===== src/rtl/pixel_sched_pkg.sv =====
// Shared types for the pixel sampler stage: scheduler state, sample tag layout,
// and the default frame geometry reused by the sampler and framebuffer blocks.
package pixel_sched_pkg;

  localparam int DEFAULT_H_RES = 800;
  localparam int DEFAULT_V_RES = 600;
  localparam int COORD_W       = 10;
  // Sample index field is sized for the largest supported SPP (256).
  localparam int TAG_IDX_W     = 8;

  typedef enum logic [1:0] {
    ST_IDLE,
    ST_RUN,
    ST_DRAIN
  } sched_state_e;

  typedef struct packed {
    logic                 valid;
    logic [COORD_W-1:0]   x;
    logic [COORD_W-1:0]   y;
    logic [TAG_IDX_W-1:0] s;
    logic                 last;
  } pixel_tag_t;

endpackage


===== src/rtl/pixel_tag_pipe.sv =====
// Shift register of sample tags whose depth matches the sampler latency, so the
// tag leaving the last stage lines up with the sampler's registered result.
module pixel_tag_pipe
  import pixel_sched_pkg::*;
#(
  parameter int DEPTH = 3
) (
  input  logic       clk,
  input  logic       rst,
  input  logic       en,
  input  pixel_tag_t issue_tag,
  output pixel_tag_t final_tag
);

  pixel_tag_t stage [DEPTH];

  // NOTE: the whole tag is reset, not only the valid bits, so every out_* field
  // reads zero while reset is asserted.
  always_ff @(posedge clk or posedge rst) begin
    if (rst) begin
      for (int i = 0; i < DEPTH; i++) stage[i] <= '0;
    end else if (en) begin
      stage[0] <= issue_tag;
      for (int i = 1; i < DEPTH; i++) stage[i] <= stage[i-1];
    end
  end

  assign final_tag = stage[DEPTH-1];

endmodule


===== src/rtl/pixel_sample_scheduler.sv =====
// Frame sequencer for the pixel sampler: raster-order sample issue plus a tag
// pipeline aligned to the sampler. Define PIXEL_SCHED_CONTINUOUS_EN for back-to-back frames.
module pixel_sample_scheduler
  import pixel_sched_pkg::*;
#(
  parameter int H_RES           = DEFAULT_H_RES,
  parameter int V_RES           = DEFAULT_V_RES,
  parameter int SPP             = 4,
  parameter int SAMPLER_LATENCY = 3,
  localparam int SW             = (SPP > 1) ? $clog2(SPP) : 1
) (
  input  logic               clk,
  input  logic               rst,
  input  logic               start,
  output logic               busy,
  output logic               frame_done,
  output logic [COORD_W-1:0] smp_pixel_x,
  output logic [COORD_W-1:0] smp_pixel_y,
  output logic               smp_stall,
  output logic               out_valid,
  input  logic               out_ready,
  output logic [COORD_W-1:0] out_pixel_x,
  output logic [COORD_W-1:0] out_pixel_y,
  output logic [SW-1:0]      out_sample_idx,
  output logic               out_last
);

  sched_state_e       state, state_nxt;
  logic [COORD_W-1:0] x_cnt, y_cnt;
  logic [SW-1:0]      s_cnt;
  pixel_tag_t         issue_tag, final_tag;

  logic stall, issue, advance, accept, last_accept;
  logic last_s, last_x, last_y, frame_end;

  assign stall       = final_tag.valid & ~out_ready;
  assign issue       = (state == ST_RUN) & ~stall;
  assign accept      = final_tag.valid & out_ready;
  assign last_accept = accept & final_tag.last;

  assign last_s    = (s_cnt == SW'(SPP - 1));
  assign last_x    = (x_cnt == COORD_W'(H_RES - 1));
  assign last_y    = (y_cnt == COORD_W'(V_RES - 1));
  assign frame_end = last_s & last_x & last_y;

`ifdef PIXEL_SCHED_CONTINUOUS_EN
  assign advance = issue;
`else
  // Single-shot frames keep the counters parked on the final pixel.
  assign advance = issue & ~frame_end;
`endif

  // NOTE: sequential state uses non-blocking assignments so every register
  // samples the pre-edge values regardless of process ordering.
  always_ff @(posedge clk or posedge rst) begin
    if (rst) state <= ST_IDLE;
    else     state <= state_nxt;
  end

  always_comb begin
    state_nxt = state;
    unique case (state)
      ST_IDLE:  if (start) state_nxt = ST_RUN;
`ifdef PIXEL_SCHED_CONTINUOUS_EN
      ST_RUN:   state_nxt = ST_RUN;
`else
      ST_RUN:   if (issue && frame_end) state_nxt = ST_DRAIN;
`endif
      ST_DRAIN: if (last_accept) state_nxt = ST_IDLE;
      default:  state_nxt = ST_IDLE;
    endcase
  end

  // Issue counters: sample index fastest, then x, then y.
  always_ff @(posedge clk or posedge rst) begin
    if (rst) begin
      x_cnt <= '0;
      y_cnt <= '0;
      s_cnt <= '0;
    end else if (state == ST_IDLE && start) begin
      x_cnt <= '0;
      y_cnt <= '0;
      s_cnt <= '0;
    end else if (advance) begin
      if (last_s) begin
        s_cnt <= '0;
        if (last_x) begin
          x_cnt <= '0;
          y_cnt <= last_y ? '0 : y_cnt + 1'b1;
        end else begin
          x_cnt <= x_cnt + 1'b1;
        end
      end else begin
        s_cnt <= s_cnt + 1'b1;
      end
    end
  end

  always_comb begin
    issue_tag       = '0;
    issue_tag.valid = (state == ST_RUN);
    issue_tag.x     = x_cnt;
    issue_tag.y     = y_cnt;
    issue_tag.s     = TAG_IDX_W'(s_cnt);
    issue_tag.last  = frame_end;
  end

  pixel_tag_pipe #(
    .DEPTH (SAMPLER_LATENCY)
  ) u_tag_pipe (
    .clk       (clk),
    .rst       (rst),
    .en        (~stall),
    .issue_tag (issue_tag),
    .final_tag (final_tag)
  );

  always_comb begin
    busy           = (state != ST_IDLE);
    frame_done     = last_accept;
    smp_pixel_x    = x_cnt;
    smp_pixel_y    = y_cnt;
    smp_stall      = stall;
    out_valid      = final_tag.valid;
    out_pixel_x    = final_tag.x;
    out_pixel_y    = final_tag.y;
    out_sample_idx = final_tag.s[SW-1:0];
    out_last       = final_tag.last;
  end

endmodule

===== config.mk =====
export PLATFORM = sky130hd
export DESIGN_NAME = pixel_sample_scheduler
export DESIGN_NICKNAME = d
export VERILOG_FILES = /design/src/rtl/pixel_sched_pkg.sv /design/src/rtl/pixel_tag_pipe.sv /design/src/rtl/pixel_sample_scheduler.sv
export SDC_FILE = /design/constraint.sdc
export NUM_CORES = 1
export LEC_CHECK = 0
export ABC_AREA = 1
export BUFFER_PORTS_ARGS = -buffer_cell sky130_fd_sc_hd__buf_2
export CELL_PAD_IN_SITES_DETAIL_PLACEMENT = 0
export CELL_PAD_IN_SITES_GLOBAL_PLACEMENT = 1
export CORE_ASPECT_RATIO = 0.7
export CORE_MARGIN = 2
export CORE_UTILIZATION = 40
export DETAILED_ROUTE_END_ITERATION = 7
export GPL_ROUTABILITY_DRIVEN = 0
export MAX_ROUTING_LAYER = met4
export PLACE_DENSITY = 0.71
export SETUP_SLACK_MARGIN = 0.2
export SLEW_MARGIN = 20
export SYNTH_ARGS = -nofsm -noshare
export SYNTH_HDL_FRONTEND = slang
export SYNTH_SLANG_ARGS = --single-unit

===== constraint.sdc =====
create_clock -name clk -period 4.45 [get_ports clk]
set_clock_uncertainty 0.1 [all_clocks]
set_input_delay 0.445 -clock clk [delete_from_list [all_inputs] [get_ports clk]]
set_output_delay 0.445 -clock clk [all_outputs]
set_load 0.005 [all_outputs]

* Yosys cells after proc, flatten, opt, wreduce, memory -nomap -nowiden
Index checks and enable logic that the tools add are counted.
** Word-level totals
- Bits in registers :: 96
- Bits of input ports :: 4
** Cells by class
- Add/sub/neg operators :: 3
- Eq/ne operators :: 8
- Muxes and demuxes :: 16
- Bitwise logic cells :: 10
- Reduce and logical (&&, ||, !) cells :: 10
** Operator list (count)
- 10-bit two-way mux :: 9
- 10-bit by 1-bit adder with 10-bit output, second input constant :: 2
- 10-bit equality test, second input constant :: 2
- 2-bit two-way mux :: 6
- 2-bit nonzero test :: 4
- 1-bit AND :: 7
- 2-bit inequality test, second input constant :: 3
- 2-bit case mux with 3 select lines :: 1
- 3-bit AND reduction :: 2
- 2-bit equality test, second input constant :: 2
- 1-bit NOT :: 3
- 2-bit by 1-bit adder with 2-bit output, second input constant :: 1
- 2-bit by 1-bit equality test with 1-bit output, second input constant :: 1
- 1-bit logical AND :: 2
- 2-bit logical NOT :: 1
- 2-bit AND reduction :: 1

* Logic depth before layout (Yosys ltp)
- Word-level depth :: 7
- Gate-level depth with buffers :: 10
- Depth with buffers taken out :: 10

* By module
Synthesis repeated with hierarchy kept, for this count alone.
** Unflattened totals
- Cell total of the unflattened synthesis :: 673
- Area, all modules :: 5520.3 µm²
** By module, submodules not included
- pixel_tag_pipe :: times used 1, cells an instance 411, area an instance 3657.3 µm², seq. area each 2252.2 µm²
- pixel_sample_scheduler :: times used 1, cells an instance 262, area an instance 1863.0 µm², seq. area each 600.6 µm²

* Worst setup path after synthesis
OpenSTA, ideal clock, no wires.
- Kind :: register to register
- From :: register x_cnt[0] (netlist: smp_pixel_x[0])
- To :: register y_cnt[0] (netlist: smp_pixel_y[0])
- Arrival :: 1.421 ns
- Required time :: 4.223 ns
- Path slack :: 2.803 ns
- Cell stages (with the launch flop) :: 10
- Path buffers :: 1
- Period minus slack after synthesis :: 1.647 ns
- Cells stage by stage :: dfrtp_1 -> ha_1 -> nand2_2 -> nor2_4 -> inv_2 -> nor2_8 -> nand4_4 -> buf_6 -> nand3_1 -> o21ai_1
** Between the ends
- Word-level cells in the longest chain between the ends :: 7
- Elaborated cells on any way between the ends :: 8
- Classes of those cells :: 1 x eq/ne; 4 x bitwise; 3 x reduce/logical
** Ends and longest elaborated chain
- start: declaration :: line pixel_sample_scheduler.sv:29 : logic [COORD_W-1:0] x_cnt, y_cnt;
- start signal: assignment :: line pixel_sample_scheduler.sv:91 : x_cnt <= x_cnt + 1'b1;
- 10-bit equality test * :: line pixel_sample_scheduler.sv:42 : assign last_x = (x_cnt == COORD_W'(H_RES - 1));
- 1-bit AND (2 in a row) :: line pixel_sample_scheduler.sv:44 : assign frame_end = last_s & last_x & last_y;
- 1-bit NOT :: line pixel_sample_scheduler.sv:50 : assign advance = issue & ~frame_end;
- 1-bit AND :: line pixel_sample_scheduler.sv:50
- 2-bit nonzero test (no source line)
- 3-bit AND reduction (no source line) *
- end signal: assignment :: line pixel_sample_scheduler.sv:89 : y_cnt <= last_y ? '0 : y_cnt + 1'b1;
- end: declaration :: line pixel_sample_scheduler.sv:29
Mark *: on every way between the ends. The rest lies on a longest branch, timed or not.
A chain may end at the register's enable or synchronous reset.

* Worst setup path after layout
- From :: register u_tag_pipe.stage, in the netlist u_tag_pipe.final_tag[29]
- To :: output port smp_stall
** Between the ends
- Word-level cells in the longest chain between the ends :: 1
** Ends and longest elaborated chain
- start: declaration :: line pixel_tag_pipe.sv:15 : pixel_tag_t stage [DEPTH];
- 1-bit AND :: line pixel_sample_scheduler.sv:36 : assign stall = final_tag.valid & ~out_ready;
- end: declaration :: line pixel_sample_scheduler.sv:19 : output logic smp_stall,
Every way passes these cells.

==> impl_metrics.prom <==
# TYPE chip_impl_metric gauge
chip_impl_info{name="outcome",value="complete, no violations"} 1
chip_impl_metric{name="r2r.worst_path.cells",unit=""} 6
chip_impl_metric{name="global_route_wire_length_before_repair",unit="mm"} 16.1
chip_impl_metric{name="chipHeight",unit="um"} 93.5
chip_impl_info{name="largest_cells_by_area_after_synthesis",value="sky130_fd_sc_hd__dfrtp_1, sky130_fd_sc_hd__nand2_1, sky130_fd_sc_hd__o21ai_0"} 1
chip_impl_metric{name="worst_hold_slack",unit="ps"} 186
chip_impl_metric{name="cellPowerDensity",unit="nW/um^2"} 453
chip_impl_metric{name="dr_total_vias",unit=""} 3318
chip_impl_metric{name="critPathRequiredTime",unit="ps"} 3900
chip_impl_info{name="grt_most_used_layer",value="met2"} 1
chip_impl_metric{name="post_cts_buffers",unit=""} 0
chip_impl_metric{name="number_of_iterations_in_the_first_detailed_routing_pass",unit=""} 4
chip_impl_info{name="netlist_top_cells_count",value="sky130_fd_sc_hd__nand2_1, sky130_fd_sc_hd__dfrtp_1, sky130_fd_sc_hd__o21ai_0, sky130_fd_sc_hd__inv_1, sky130_fd_sc_hd__buf_4"} 1
chip_impl_metric{name="die-width",unit="um"} 132
chip_impl_metric{name="synth.cell_area",unit="sq um"} 4570
chip_impl_metric{name="synthesis.nets",unit=""} 548
chip_impl_metric{name="power.net_switching",unit="W"} 0.000706
chip_impl_metric{name="clockPowerShare",unit="%"} 32.0
chip_impl_metric{name="finish.net_count",unit=""} 549
chip_impl_metric{name="initial_core_util",unit="%"} 41.2
chip_impl_metric{name="cts.clk_slew.worst_paths",unit="ps"} 60
chip_impl_metric{name="synth_sequential_area_ratio",unit="%"} 52.5
chip_impl_metric{name="layout-drive-gt1-share",unit="%"} 15.3
chip_impl_metric{name="routed_wire_length_per_instance",unit="um"} 13.4
chip_impl_metric{name="final_period_minus_worst_setup_slack",unit="ps"} 2530
chip_impl_info{name="start_kind",value="flip-flop"} 1
chip_impl_metric{name="yosysWarningCount",unit=""} 0
chip_impl_info{name="cp_cell_sequence",value="nand2_1 -> buf_4 -> inv_2 -> buf_2"} 1
chip_impl_metric{name="timing.setup.tns",unit="ps"} 0
chip_impl_metric{name="cts_num_sinks",unit=""} 96
chip_impl_metric{name="netSwitchingFraction",unit="%"} 31.9
chip_impl_metric{name="global_route.usage.met3",unit="%"} 4.34
chip_impl_metric{name="vias_per_cell",unit=""} 4.76
chip_impl_metric{name="comb_power_share",unit="%"} 20.9
chip_impl_metric{name="pwr-share-seq",unit="%"} 47.1
chip_impl_info{name="critical_path.endpoint_type",value="output port"} 1
chip_impl_metric{name="maxSlewHeadroom",unit="%"} 43.5
chip_impl_metric{name="drc",unit=""} 0
chip_impl_metric{name="grt_pass1_vias",unit=""} 3246
chip_impl_metric{name="synth_edf_count",unit=""} 0
chip_impl_metric{name="worstSkewPairLatency",unit="ps"} 340
chip_impl_metric{name="syn2layout_area_growth",unit="%"} 6.95
chip_impl_metric{name="port-buffer-count",unit=""} 50
chip_impl_info{name="worstHoldPathType",value="in2async"} 1
chip_impl_info{name="timing.setup.critical_path_class",value="reg2out"} 1
chip_impl_metric{name="finalSetupViolations",unit=""} 0
chip_impl_metric{name="detail_route.iter0.violations",unit=""} 170
chip_impl_metric{name="irDropWorstVdd",unit="mV"} 0.232
chip_impl_metric{name="global_route.usage.total",unit="%"} 17.1
chip_impl_metric{name="post-route-period-util",unit="%"} 56.8
chip_impl_metric{name="power.internal",unit="W"} 0.00151
chip_impl_metric{name="antenna_found_initial",unit=""} 0
chip_impl_metric{name="met1_usage",unit="%"} 22.7
chip_impl_metric{name="core_region_area",unit="sq um"} 11100
chip_impl_metric{name="antennaDiodeCount",unit=""} 0
chip_impl_metric{name="worstMarginPinSlew",unit="ps"} 848
chip_impl_metric{name="cts_buffer_depth",unit=""} 2
chip_impl_metric{name="cts_htree_levels",unit=""} 3
chip_impl_metric{name="global_route.overflow_total",unit=""} 0
chip_impl_metric{name="drt-total-wl",unit="mm"} 9.36
chip_impl_metric{name="area_share_of_the_largest_cell_type_after_synthesis",unit="%"} 52.5
chip_impl_metric{name="met2_usage",unit="%"} 26.3
chip_impl_info{name="synthFlopType",value="sky130_fd_sc_hd__dfrtp_1"} 1
chip_impl_metric{name="fmax",unit="MHz"} 395
chip_impl_metric{name="maxSlewViolCount",unit=""} 0
chip_impl_metric{name="total_power",unit="W"} 0.00221
chip_impl_metric{name="number_of_unique_standard_cell_types_used_by_synthesis",unit=""} 32
chip_impl_info{name="synth_area_leader_cell",value="sky130_fd_sc_hd__dfrtp_1"} 1
chip_impl_metric{name="ys_seq_elements",unit=""} 96
chip_impl_metric{name="syn_area_per_cell",unit="sq um"} 8.46
chip_impl_metric{name="cp_num_cells",unit=""} 4
chip_impl_info{name="tritoncts",value="yes"} 1
chip_impl_info{name="cp_slowest_cell",value="sky130_fd_sc_hd__inv_2"} 1
chip_impl_info{name="root_buffer",value="sky130_fd_sc_hd__clkbuf_16"} 1
chip_impl_metric{name="ant_nets",unit=""} 0
chip_impl_metric{name="cp_max_fo",unit=""} 58
chip_impl_metric{name="drv_cap",unit=""} 0
chip_impl_metric{name="cts.repair.resized",unit=""} 0
chip_impl_metric{name="critical_path.max_stage_delay",unit="ps"} 460
chip_impl_metric{name="postCtsHoldBufs",unit=""} 0
chip_impl_metric{name="async_reset_ff_share",unit="%"} 100
chip_impl_metric{name="floorplan.rows",unit=""} 32
chip_impl_metric{name="die_area",unit="sq um"} 12300
chip_impl_metric{name="crit_buf_inv",unit=""} 3
chip_impl_metric{name="cts_buffers",unit=""} 9
chip_impl_metric{name="dpl.hpwl",unit="mm"} 6.57
chip_impl_metric{name="syn_inst",unit=""} 541
chip_impl_metric{name="ioPinCount",unit=""} 51
chip_impl_info{name="synthMostInstantiatedCell",value="sky130_fd_sc_hd__nand2_1"} 1
chip_impl_metric{name="worstPathArrival",unit="ps"} 1980
chip_impl_metric{name="timing.final.hold_violations",unit=""} 0
chip_impl_metric{name="power_leakage",unit="nW"} 2.47
chip_impl_metric{name="grt_max_degree",unit=""} 69
chip_impl_info{name="rsz0062_at_grt",value="false"} 1
chip_impl_info{name="critical-path-top-delay-family",value="buffers and inverters"} 1
-- cell families (layout without fill, tap and decap cells) --
| kind of cell | Yosys count | in the layout | share of synthesized area [%] |
|---|---|---|---|
| buf+inv | 120 | 123 | 13.6 |
| fa+ha+maj | 3 | 3 | 0.821 |
| compound gates | 77 | 77 | 8.59 |
| xor+xnor | 5 | 5 | 0.958 |
| simple gates | 240 | 240 | 23.5 |
| flops | 96 | 96 | 52.5 |
-- power groups by stage --
stage               combinational (W)  sequential, W  clock, W
detailed placement           0.000472        0.00106         0
floorplan                    0.000388        0.00104         0
global route                 0.000532        0.00106  0.000764
CTS                          0.000474        0.00104  0.000727
finish                       0.000462        0.00104  0.000708
global placement             0.000461        0.00106         0
-- area by class of cell --
cell class | count | area [sq um]
fillers | 1136 | 6200
flip-flops and latches | 96 | 2400
multi-input cells | 325 | 1550
repair buffers | 53 | 273
clock buffers | 12 | 256
inverters | 57 | 216
well taps | 153 | 191
clock inverters | 1 | 5.00
-- sequential cells by signal, summed over array words and instances, names as in the netlist --
signal                flops
u_tag_pipe.final_tag     24
smp_pixel_x              10
u_tag_pipe.stage         48
state                     2
s_cnt                     2
smp_pixel_y              10
-- layout by cell type (no fill, tap or decap), types with 2 or more instances in the layout --
cell type	n
sky130_fd_sc_hd__nand2_1	143
sky130_fd_sc_hd__o21ai_1	2
sky130_fd_sc_hd__nand2_2	4
sky130_fd_sc_hd__dfrtp_1	96
sky130_fd_sc_hd__clkbuf_8	2
sky130_fd_sc_hd__inv_2	3
sky130_fd_sc_hd__buf_4	3
sky130_fd_sc_hd__buf_2	50
sky130_fd_sc_hd__nor3_1	6
sky130_fd_sc_hd__nand4_1	6
sky130_fd_sc_hd__xor2_1	3
sky130_fd_sc_hd__inv_1	53
sky130_fd_sc_hd__nor2_1	29
sky130_fd_sc_hd__o21ai_0	71
sky130_fd_sc_hd__ha_1	3
sky130_fd_sc_hd__nand3_2	4
sky130_fd_sc_hd__nand3_1	38
sky130_fd_sc_hd__a21oi_1	2
sky130_fd_sc_hd__xnor2_1	2
sky130_fd_sc_hd__clkbuf_16	9
sky130_fd_sc_hd__nor3b_1	2
-- final timing paths --
path / startpoint / end / slack, ps
max: u_tag_pipe.final_tag[29]$_DFFE_PP0N_ / smp_stall / 1920
min: rst / u_tag_pipe.stage[41]$_DFFE_PP0N_ / 190
max reg2reg: u_tag_pipe.final_tag[29]$_DFFE_PP0N_ / u_tag_pipe.stage[76]$_DFFE_PP0N_ / 2310
min reg2reg: u_tag_pipe.stage[59]$_DFFE_PP0N_ / u_tag_pipe.final_tag[29]$_DFFE_PP0N_ / 360
max in group asynchronous: rst / u_tag_pipe.stage[83]$_DFFE_PP0N_ / 3160
min in group clk: u_tag_pipe.stage[59]$_DFFE_PP0N_ / u_tag_pipe.final_tag[29]$_DFFE_PP0N_ / 360
-- per-layer routing --
| metal | routed length (um) | share of wire [%] |
|---|---|---|
| met4 | 113 | 1.2 |
| met3 | 332 | 3.5 |
| met5 | 0 | 0 |
| met1 | 4650 | 50 |
| met2 | 4260 | 45 |
-- metrics by stage --
step                util [%]  worst slack [ps]  cells  area (sq um)
global route            44.1              1680    697          4890
finish                  44.1              1920    697          4890
CTS                     44.1              1890    697          4890
global placement        41.8              2070    684          4630
floorplan                  -              1400    541          4570
detailed placement      41.8              2060    684          4630
Power figures use the tool's default switching activity.
